==> src/rtl/ace_snoop_bcast.sv <==
// Snoop broadcast and response-merge engine: fans one coherent request out as AC snoops,
// merges the CR responses, forwards one CD line and drains the rest.
module ace_snoop_bcast #(
    parameter int NoPorts   = 4,
    parameter int AddrWidth = 64,
    parameter int DataWidth = 64,
    localparam int PortIdxW = (NoPorts > 2) ? $clog2(NoPorts) : 1
) (
    input  logic                         clk_i,
    input  logic                         rst_ni,
    input  logic                         req_valid_i,
    output logic                         req_ready_o,
    input  logic [AddrWidth-1:0]         req_addr_i,
    input  logic [3:0]                   req_snoop_i,
    input  logic [PortIdxW-1:0]          req_port_i,
    input  logic [NoPorts-1:0]           snp_en_i,
    output logic [NoPorts-1:0]           ac_valid_o,
    input  logic [NoPorts-1:0]           ac_ready_i,
    output logic [AddrWidth-1:0]         ac_addr_o,
    output logic [3:0]                   ac_snoop_o,
    input  logic [NoPorts-1:0]           cr_valid_i,
    output logic [NoPorts-1:0]           cr_ready_o,
    input  logic [5*NoPorts-1:0]         cr_resp_i,
    input  logic [NoPorts-1:0]           cd_valid_i,
    output logic [NoPorts-1:0]           cd_ready_o,
    input  logic [DataWidth*NoPorts-1:0] cd_data_i,
    input  logic [NoPorts-1:0]           cd_last_i,
    output logic                         rsp_valid_o,
    input  logic                         rsp_ready_i,
    output logic                         rsp_data_o,
    output logic                         rsp_pass_dirty_o,
    output logic                         rsp_is_shared_o,
    output logic                         rsp_was_unique_o,
    output logic                         rsp_err_o,
    output logic                         dat_valid_o,
    input  logic                         dat_ready_i,
    output logic [DataWidth-1:0]         dat_data_o,
    output logic                         dat_last_o
);

    // state | meaning
    // IDLE  | ready for a request
    // SNOOP | AC snoops outstanding and/or CR responses pending
    // RESP  | merged response presented, waiting for rsp_ready_i
    // DATA  | forwarding the selected CD stream, discarding the others
    typedef enum logic [1:0] {IDLE, SNOOP, RESP, DATA} state_e;

    state_e state_q, state_d;

    logic [AddrWidth-1:0]    ac_addr_q;
    logic [3:0]              ac_snoop_q;
    logic [NoPorts-1:0]      ac_pend_q, cr_pend_q, drain_q;
    logic [NoPorts-1:0][4:0] resp_q, resp_d;
    logic [PortIdxW-1:0]     sel_q, sel_d;
    logic                    fwd_q, pass_dirty_q, is_shared_q, was_unique_q, err_q;

    logic [NoPorts-1:0] tgt, ac_hs, cr_hs, cd_hs, ac_pend_d, cr_pend_d, drain_left;
    logic [NoPorts-1:0] dt, dirty_dt, drain_m, shared_v, unique_v, err_v;
    logic               snoop_done;

    function automatic logic [PortIdxW-1:0] first_set(input logic [NoPorts-1:0] v);
        first_set = '0;
        for (int i = NoPorts - 1; i >= 0; i--) begin
            if (v[i]) first_set = PortIdxW'(i);
        end
    endfunction

    assign tgt        = snp_en_i & ~(NoPorts'(1) << req_port_i);
    assign ac_hs      = ac_valid_o & ac_ready_i;
    assign cr_hs      = cr_valid_i & cr_ready_o;
    assign cd_hs      = cd_valid_i & cd_ready_o;
    assign ac_pend_d  = ac_pend_q & ~ac_hs;
    assign cr_pend_d  = cr_pend_q & ~cr_hs;
    assign snoop_done = ~|ac_pend_d & ~|cr_pend_d;
    assign drain_left = drain_q & ~(cd_hs & cd_last_i);

    // Merge sees this cycle's CR captures so the SNOOP exit needs no extra cycle.
    always_comb begin
        resp_d = resp_q;
        for (int i = 0; i < NoPorts; i++) begin
            if (cr_hs[i]) resp_d[i] = cr_resp_i[5*i +: 5];
        end
        for (int i = 0; i < NoPorts; i++) begin
            dt[i]       = resp_d[i][0] & ~resp_d[i][1];
            dirty_dt[i] = resp_d[i][0] & ~resp_d[i][1] & resp_d[i][2];
            drain_m[i]  = resp_d[i][0];
            err_v[i]    = resp_d[i][1];
            shared_v[i] = resp_d[i][3];
            unique_v[i] = resp_d[i][4];
        end
        sel_d = (|dirty_dt) ? first_set(dirty_dt) : first_set(dt);
    end

    always_ff @(posedge clk_i or negedge rst_ni) begin
        if (!rst_ni) state_q <= IDLE;
        else         state_q <= state_d;
    end

    always_comb begin
        state_d = state_q;
        case (state_q)
            IDLE:    if (req_valid_i) state_d = (tgt == '0) ? RESP : SNOOP;
            SNOOP:   if (snoop_done) state_d = RESP;
            RESP:    if (rsp_ready_i) state_d = (drain_q != '0) ? DATA : IDLE;
            DATA:    if (drain_left == '0) state_d = IDLE;
            default: state_d = IDLE;
        endcase
    end

    always_comb begin
        req_ready_o = (state_q == IDLE);
        ac_valid_o  = '0;
        cr_ready_o  = '0;
        cd_ready_o  = '0;
        rsp_valid_o = 1'b0;
        dat_valid_o = 1'b0;
        dat_data_o  = '0;
        dat_last_o  = 1'b0;
        case (state_q)
            SNOOP: begin
                ac_valid_o = ac_pend_q;
                cr_ready_o = cr_pend_q & ~ac_pend_q;
            end
            RESP: rsp_valid_o = 1'b1;
            DATA: begin
                cd_ready_o = drain_q;
                if (fwd_q) begin
                    cd_ready_o[sel_q] = drain_q[sel_q] & dat_ready_i;
                    dat_valid_o       = drain_q[sel_q] & cd_valid_i[sel_q];
                    dat_data_o        = cd_data_i[sel_q*DataWidth +: DataWidth];
                    dat_last_o        = cd_last_i[sel_q];
                end
            end
            default: ;
        endcase
    end

    always_ff @(posedge clk_i or negedge rst_ni) begin
        if (!rst_ni) begin
            ac_addr_q    <= '0;
            ac_snoop_q   <= '0;
            ac_pend_q    <= '0;
            cr_pend_q    <= '0;
            drain_q      <= '0;
            resp_q       <= '0;
            sel_q        <= '0;
            fwd_q        <= 1'b0;
            pass_dirty_q <= 1'b0;
            is_shared_q  <= 1'b0;
            was_unique_q <= 1'b0;
            err_q        <= 1'b0;
        end else begin
            case (state_q)
                IDLE: if (req_valid_i) begin
                    ac_addr_q    <= req_addr_i;
                    ac_snoop_q   <= req_snoop_i;
                    ac_pend_q    <= tgt;
                    cr_pend_q    <= tgt;
                    drain_q      <= '0;
                    resp_q       <= '0;
                    sel_q        <= '0;
                    fwd_q        <= 1'b0;
                    pass_dirty_q <= 1'b0;
                    is_shared_q  <= 1'b0;
                    was_unique_q <= 1'b0;
                    err_q        <= 1'b0;
                end
                SNOOP: begin
                    ac_pend_q <= ac_pend_d;
                    cr_pend_q <= cr_pend_d;
                    resp_q    <= resp_d;
                    if (snoop_done) begin
                        drain_q      <= drain_m;
                        sel_q        <= sel_d;
                        fwd_q        <= |dt;
                        pass_dirty_q <= |dirty_dt;
                        is_shared_q  <= |shared_v;
                        was_unique_q <= |unique_v;
                        err_q        <= |err_v;
                    end
                end
                DATA: drain_q <= drain_left;
                default: ;
            endcase
        end
    end

    assign ac_addr_o        = ac_addr_q;
    assign ac_snoop_o       = ac_snoop_q;
    assign rsp_data_o       = fwd_q;
    assign rsp_pass_dirty_o = pass_dirty_q;
    assign rsp_is_shared_o  = is_shared_q;
    assign rsp_was_unique_o = was_unique_q;
    assign rsp_err_o        = err_q;

endmodule

==> config.mk <==
export PLATFORM = sky130hd
export DESIGN_NAME = ace_snoop_bcast
export DESIGN_NICKNAME = d
export VERILOG_FILES = /design/src/rtl/ace_snoop_bcast.sv
export SDC_FILE = /design/constraint.sdc
export NUM_CORES = 1
export LEC_CHECK = 0
export CAP_MARGIN = 15
export CORE_AREA = 2 2 207 209
export DETAILED_ROUTE_END_ITERATION = 6
export DIE_AREA = 0 0 209 211
export GPL_TIMING_DRIVEN = 0
export HOLD_SLACK_MARGIN = 0.08
export SLEW_MARGIN = 20
export SYNTH_ARGS = -nofsm -noshare
export SYNTH_HDL_FRONTEND = slang
export SYNTH_SLANG_ARGS = --single-unit
==> constraint.sdc <==
create_clock -name clk_i -period 5.1 [get_ports clk_i]
set_clock_uncertainty 0.2 [all_clocks]
set_input_delay 0.51 -clock clk_i [delete_from_list [all_inputs] [get_ports clk_i]]
set_output_delay 0.51 -clock clk_i [all_outputs]
set_load 0.05 [all_outputs]
=== Yosys cells after proc, flatten, opt, wreduce, memory -nomap -nowiden ===
Cells that the tools add are included.

* Bits in registers: 109
* Latch bits: 0
* Memory bits (writable): 0
* Bits in read-only memories: 0
* Input port bits: 371
* Output and inout port bits: 153
* Word-level logic and storage cells: 139
* Memories kept: 0

* Add/sub/neg operators: 0
* Multipliers: 0
* Div/mod/pow operators: 0
* Magnitude comparators: 2
* Equal/unequal tests: 7
* Shifts and indexed selects: 2
* Muxes and demuxes: 62
* Bitwise gates (word level): 29
* Reductions and logical operators: 21

{| class="wikitable"
|+ Operators with widths
! cell !! number
|-
| $shiftx 256x9->64 || 1
|-
| $mux 64 || 2
|-
| $pmux 20 s2 || 1
|-
| $and 4x4->4 || 9
|-
| $mux 2 || 17
|-
| $mux 4 || 7
|-
| $reduce_or 4->1 || 7
|-
| $mux 20 || 1
|-
| $mux 5 || 4
|-
| $not 4->4 || 5
|-
| $pmux 4 s2 || 2
|-
| $mux 1 || 15
|-
| $pmux 4 s3 || 1
|-
| $and 1x1->1 || 11
|-
| $pmux 1 s2 || 5
|-
| $logic_not 4->1 || 2
|-
| $ne 2x2->1 const B || 4
|-
| $pmux 2 s4 || 1
|-
| $bmux 1 s2 || 3
|-
| $reduce_and 3->1 || 2
|-
| $bwmux 4 || 1
|-
| $eq 2x2->1 const B || 2
|-
| $not 1->1 || 4
|-
| $pmux 2 s2 || 1
|-
| 13 further kinds || 15
|}

=== Logic depth before layout (Yosys ltp) ===
Gate-level depths: netlist (run 1).

* Word-level depth: 15
* Depth in mapped cells: 10
* Gate-level depth less buffers: 7

=== Worst setup path after synthesis (run 1) ===
Ideal clock, no wire load.

* Path type: register to output
* Start: register sel_q[1]
* End: output port dat_valid_o
* Arrival time: 2326 ps
* Required time: 4390 ps
* Setup slack: 2064 ps
* Cell stages (with the launch flop): 7
* Path buffers: 3
* Cell sequence: dfrtp_1 > buf_6 > clkbuf_1 > buf_1 > inv_1 > a31oi_1 > a211oi_1

* Cells in the longest elaborated chain, start to end: 5
* Elaborated cells between the ends (all ways): 7
* Classes of those cells: 6 x mux; 1 x bitwise

{| class="wikitable"
|+ Ends and longest elaborated chain
! item !! RTL line !! RTL
|-
| start: declaration || 54 || <nowiki>logic [PortIdxW-1:0] sel_q, sel_d;</nowiki>
|-
| start signal: assignment || 174 || <nowiki>sel_q <= sel_d;</nowiki>
|-
| $bmux 1 s2 || 129 || <nowiki>dat_valid_o = drain_q[sel_q] & cd_valid_i[sel_q];</nowiki>
|-
| $mux 1 (not written as such) || 129 ||
|-
| $and 1x1->1 (*) || 129 ||
|-
| $mux 1 (*) || 127 || <nowiki>if (fwd_q) begin</nowiki>
|-
| $mux 1 (*) || 119 || <nowiki>case (state_q)</nowiki>
|-
| end: declaration || 35 || <nowiki>output logic dat_valid_o,</nowiki>
|}

Mark *: on every way between the ends. The rest lies on a longest branch, timed or not. The select of a mux whose other input is x is not followed.

=== Worst setup path in the final report (run 1) ===
* Start: register sel_q[1]
* End: output port dat_data_o[49]

* Cells in the longest elaborated chain, start to end: 3

{| class="wikitable"
|+ Ends and longest elaborated chain
! item !! RTL line !! RTL
|-
| $shiftx 256x9->64 || 130 || <nowiki>dat_data_o = cd_data_i[sel_q*DataWidth +: DataWidth];</nowiki>
|-
| $mux 64 || 127 ||
|-
| $mux 64 || 119 ||
|-
| end: declaration || 37 || <nowiki>output logic [DataWidth-1:0] dat_data_o,</nowiki>
|}

No other way between the ends.

==> impl_metrics.tcl, run 1 <==
set metrics [dict create \
    synth_flop_cell "dfrtp_1" \
    grt_max_degree 69 \
    clk_pin_slew_ns 0.08 \
    setup_violations 0 \
    gr-usage-met2_pct 35.84 \
    finalPower_uw 5557 \
    postLayoutCoreUtil_pct 32.42 \
    cts.htree.levels 3 \
    cts_buffers 9 \
    root_buffer "clkbuf_16" \
    dp_hpwl_um 34720 \
    cts_buffer_depth 2 \
    die_area_um2 44100 \
    ys_types 54 \
    wl_per_cell_um 24.20 \
    fin_cells 1711 \
    grt_pass1_vias 8357 \
    wl_um 41410 \
    drt-initial-drc-count 574 \
    die_h_um 211 \
    dr.pass1.iters 7 \
    postRouteAntennaNets 0 \
    worst_pin_slew_ns 0.7708 \
    rows 75 \
    synth_edf_count 0 \
    synth_seq_cells 109 \
    synth_nets 998 \
    route.detailed.drc 0 \
    p_leak_uw 0.004902 \
    status "finished clean" \
    cts.sinks 109 \
    synth_area_per_cell_um2 11.66 \
    use_met1_pct 18.20 \
    placedCellCount 1686 \
    met3_usage_pct 5.337 \
    finalHoldViolCount 0 \
    fin_ws_ns 1.067 \
    core_area_um2 41760 \
    ioPinCount 524 \
    yosys_warnings 0 \
    post_cts_resized 0 \
    antenna_found_initial 18 \
    rsz0062_at_grt "false" \
    required_ns 4.39 \
    synth-async-reset-ratio_pct 100.0 \
    end_kind "output pin" \
    start_kind "flop" \
    postLayoutCellArea_um2 13540 \
    powerDensity_nw_per_um2 410.4 \
    grt_usage_pct 18.28 \
    place_congestion 1.018 \
    start_util_pct 17.40 \
    holdCritPathClass "flop to flop" \
    die_w_um 209 \
    fmaxAchievable_mhz 248.0 \
    drive_gt1_share_pct 14.45 \
    ir_worst_vdd_v 0.0004172 \
    clock_insertion_delay_worst_skew_ns 0.36 \
    vias 7759 \
    cp_max_fo 10 \
    place_worst_setup_slack_ns 1.386 \
    dpl_cell_area_um2 13210 \
    grt_pass1_wl_um 58030 \
    grt_overflow 0 \
    busiest_layer "met2" \
    fin_nets 1534 \
    period_minus_slack_ns 4.033 \
    cap_viol_max_count 0 \
    port_buffers 523 \
    slew_viol_final 0 \
    n_fill_cell 4254 \
    synth_area_um2 7267 \
    holdBufCountCts 1 \
    synthToLayoutAreaGrowth_pct 86.31 \
    cts_tree "done" \
    critPathArrivalTime_ns 3.32 \
    maxSlewHeadroom_pct 48.61 \
    crit_type "flop to output pin" \
    ys_seq_area_share_pct 37.53 \
    viasPerCell 4.535 \
    fin_crit_sh_pct 79.08 \
    syn_inst 623 \
    post_cts_buffers 0 \
]
placed cells by master (no fill, tap or decap), types with 3 or more instances in the layout:
cell type / instances
a211oi_1: 3
a21oi_1: 14
a221oi_1: 3
a22o_1: 3
a22oi_1: 24
a31oi_1: 5
and2_1: 4
and3_1: 7
and4b_1: 3
buf_2: 10
buf_6: 3
clkbuf_1: 32
clkbuf_16: 9
clkdlybuf4s50_1: 522
dfrtp_1: 109
diode_2: 9
ha_1: 4
inv_1: 21
mux2_2: 69
mux2i_1: 14
mux4_2: 65
nand2_1: 31
nand2b_1: 5
nand3_1: 3
nand3b_1: 14
nand4_1: 4
nand4b_1: 5
nor2_1: 14
nor2b_1: 71
nor3_1: 4
o21ai_0: 37
o22ai_1: 12
routing by layer:
metal / share of wire [%] / wire length [um] / vias to the layer above
li1: - / - / 3442
met1: 34 / 14270 / 3833
met2: 55 / 22680 / 418
met3: 7.8 / 3233 / 58
met4: 2.9 / 1184 / 8
met5: 0.11 / 46 / -
cell type report:
type	instances	area (um^2)	area share [%]
Clock buffer	9	225.2	1.663
Buffer	47	207.7	1.534
Inverter	23	86.33	0.6377
Multi-Input combinational cell	444	4245	31.36
Antenna cell	9	22.52	0.1663
Clock inverter	6	76.32	0.5637
Timing Repair Buffer	525	5274	38.95
Sequential cell	109	2728	20.15
Tap cell	539	674.4	4.981
registers in the layout (all words and copies together) (netlist names):
name              cells
state_q               2
ac_snoop_o            4
rsp_err_o             1
rsp_data_o            1
rsp_was_unique_o      1
sel_q                 2
cr_pend_q             4
rsp_pass_dirty_o      1
drain_q               4
resp_q               20
ac_pend_q             4
rsp_is_shared_o       1
ac_addr_o            64
per-stage QoR:
stage	hold slack [ns]	TNS, ns
after global placement	0.2717	-131.97
final	0.2883	0
after global routing	0.3228	0
after floorplan	0.01441	0
after CTS	0.2937	0
after detailed placement	0.2494	0
final timing paths:
check                                               endpoint              startpoint  cells past startpoint  slack, ns
worst max-delay path                          dat_data_o[49]    sel_q[1]$_DFFE_PN0P_                      6       1.07
worst min-delay path                  resp_q[14]$_DFFE_PN0P_  resp_q[14]$_DFFE_PN0P_                      2       0.29
worst max register to register          sel_q[0]$_DFFE_PN0P_  state_q[1]$_DFFE_PN0P_                      8       2.30
worst min register to register        resp_q[14]$_DFFE_PN0P_  resp_q[14]$_DFFE_PN0P_                      2       0.29
max in group asynchronous       rsp_pass_dirty_o$_DFFE_PN0P_                  rst_ni                      3       3.54
min in group asynchronous          ac_snoop_o[0]$_DFFE_PN0P_                  rst_ni                      2       0.42
synth_stat cells, drive strengths merged (3+ instances only):
master	instances	area share, %
o22ai	12	1.0
nand4b	5	0.60
ha	4	0.69
o21ai	38	2.6
nor2	14	0.72
and3	7	0.60
nand3b	14	1.4
clkbuf	32	1.7
mux2	70	11
and4b	3	0.41
a31oi	5	0.43
inv	22	1.1
a21oi	14	0.96
a211oi	4	0.48
a221oi	3	0.36
and2	4	0.34
nand2b	5	0.43
dfrtp	109	38
nand3	3	0.21
nand4	4	0.34
nor2b	71	6.1
a22o	3	0.36
mux4	65	20
nand2	31	1.6
buf	15	1.2
nor3	4	0.28
mux2i	14	1.9
a22oi	24	2.5
critical path: stages (launching register included):
cell             delay (ns)
dfrtp_1                0.34
buf_6                  0.15
clkbuf_1               0.60
buf_1                  0.53
mux4_2                 0.36
nor2b_1                0.15
clkdlybuf4s50_1        0.82
cells by family after synthesis:
kind of cell / synth area share, %
simple gates: 13.98
mux: 32.97
compound gates: 10.78
flops: 37.53
buf+inv: 4.046
fa+ha+maj: 0.6887
power by group:
group | switching, uW | leakage (uW) | internal, uW
Clock | 358 | 0.000144 | 385
Combinational | 1990 | 0.00340 | 1380
Sequential | 236 | 0.00136 | 1210
(Power assumes the default switching activity.)
==> run 2: changes to the inputs <==
- CORE_AREA: 2 2 207 209 -> 2 2 206 208
- DIE_AREA: 0 0 209 211 -> 0 0 208 210
- clock period: 5.1 -> 3.5 ns (I/O delays scaled with it)
==> run 2 against run 1 <==
  * First-iteration DRC count fell by 34%
  * Largest power group unchanged
  * Sequential share of layout area fell by 0.11 points
  * Cell area rose by 0.55%
  * Highest routed layer unchanged
  * Power rose by 46%
  * Via count fell by 0.21%
  * Final cell count rose by 0.23%
  * Hold slack improved by 0.010 ns
==> impl_metrics.tcl, run 2 (same netlist as run 1, synthesis figures left out) <==
set metrics [dict create \
    die_h_um 210 \
    ioPinCount 524 \
    wl_per_cell_um 24.18 \
    multiInputGateArea_um2 4245 \
    route.detailed.drc 0 \
    holdCritPathClass "flop to flop" \
    core_area_um2 41480 \
    start_util_pct 17.52 \
    end_kind "output pin" \
    clock_insertion_delay_worst_skew_ns 0.36 \
    antenna_found_initial 28 \
    rows 75 \
    vias 7743 \
    cp_max_fo 18 \
    cts_buffers 9 \
    p_leak_uw 0.005538 \
    grt_overflow 0 \
    cap_viol_max_count 0 \
    fin_nets 1532 \
    die_area_um2 43680 \
    setup_violations 0 \
    grt_pass1_wl_um 58260 \
    clk_pin_slew_ns 0.08 \
    final_common_cell "clkdlybuf4s50_1" \
    finalPower_uw 8096 \
    n_fill_cell 4296 \
    postRouteAntennaNets 0 \
    slew_viol_final 0 \
    worst_pin_slew_ns 0.7502 \
    cts_buffer_depth 2 \
    fin_crit_sh_pct 94.91 \
    start_kind "flop" \
    grt_usage_pct 18.48 \
    maxSlewHeadroom_pct 49.98 \
    ir_worst_vdd_v 0.0005013 \
    fmaxAchievable_mhz 301.0 \
    grt_pass1_vias 8265 \
    die_w_um 208 \
    place_congestion 0.9819 \
    finalHoldViolCount 0 \
    cts_tree "done" \
    cts.htree.levels 3 \
    drt-initial-drc-count 378 \
    synthToLayoutAreaGrowth_pct 87.33 \
    powerDensity_nw_per_um2 594.8 \
    required_ns 2.95 \
    dr.pass1.iters 6 \
    fin_hold_ws_ns 0.2986 \
    cts.sinks 109 \
    status "finished clean" \
    grt_max_degree 58 \
    wl_um 41470 \
    regArea_um2 2728 \
    root_buffer "clkbuf_16" \
    port_buffers 523 \
    mostFrequentLayoutCells "476 x clkdlybuf4s50_1, 109 x dfrtp_1, 71 x nor2b_1" \
    largest_reg_flops 64 \
    crit_type "flop to output pin" \
    dp_hpwl_um 35100 \
    critPathArrivalTime_ns 2.77 \
    drive_gt1_share_pct 14.89 \
    viasPerCell 4.515 \
    period_minus_slack_ns 3.322 \
]
run 2: changes by cell type in the layout (fill, tap and decap cells not counted), moves of 3 or more:
cell	change
clkdlybuf4s50_1	-46
dlymetal6s2s_1	+30
dlygate4sd2_1	+13
clkbuf_1	-5
clkbuf_2	+5
diode_2	+5
buf_2	-3
run 2: layout make-up:
type	count	share of cell area, %
clock buffer	10	1.756
multi-input combinational	444	31.19
inverter	23	0.6342
buffer	45	1.535
antenna	14	0.2574
timing repair buffer	525	39.14
tap	539	4.954
clock inverter	6	0.5055
sequential	109	20.04
run 2: through the flow:
step	std cells	TNS, ns	cell area (um^2)	worst slack, ns	utilization, %
after floorplan	623	0	7267	0.6237	-
after global placement	1685	-298.13	13180	-2.753	31.77
after detailed placement	1686	-0.4410	13210	-0.1526	31.84
after CTS	1701	0	13500	0.0007827	32.55
after global routing	1713	-0.002294	13610	-0.002294	32.81
final	1715	0	13610	0.1783	32.82
run 2: critical path: stages (launching register included):
cell and delay (ns):
dfrtp_1 0.34, buf_6 0.23, buf_2 0.38, mux4_2 0.57, nor2b_1 0.15, clkdlybuf4s50_1 0.73
run 2: worst paths after layout:
kind	start	end	slack [ns]	cells after the start
max in group asynchronous	rst_ni	ac_pend_q[0]$_DFFE_PN0P_	2.11	3
setup / recovery	sel_q[0]$_DFFE_PN0P_	dat_data_o[12]	0.18	5
hold / removal	resp_q[14]$_DFFE_PN0P_	resp_q[14]$_DFFE_PN0P_	0.30	2
setup reg to reg	state_q[1]$_DFFE_PN0P_	sel_q[0]$_DFFE_PN0P_	0.70	8
hold reg to reg	resp_q[14]$_DFFE_PN0P_	resp_q[14]$_DFFE_PN0P_	0.30	2
min in group asynchronous	rst_ni	ac_snoop_o[1]$_DFFE_PN0P_	0.32	2
run 2: per-layer routing:
layer / vias up / wire length (um) / share of wire [%] / GRT usage (%)
li1: 3449 / - / - / -
met1: 3808 / 13790 / 33 / 18.19
met2: 392 / 22440 / 54 / 34.57
met3: 68 / 3662 / 8.8 / 6.690
met4: 26 / 1401 / 3.4 / 8.266
met5: - / 172 / 0.41 / 0
run 2: repair_timing:
action / 4_1_cts / 5_1_grt
hold endpoints to repair: 56 / 0
hold buffers: 1 / 0
buffers inserted: 0 / 0
gates resized for setup: 19 / 40
setup endpoints to repair: 54 / 34
run 2: power breakdown:
part,internal (uW),switching (uW),total (uW)
registers,1760,323,2080
logic,2010,2910,4910
clock network,581,522,1100
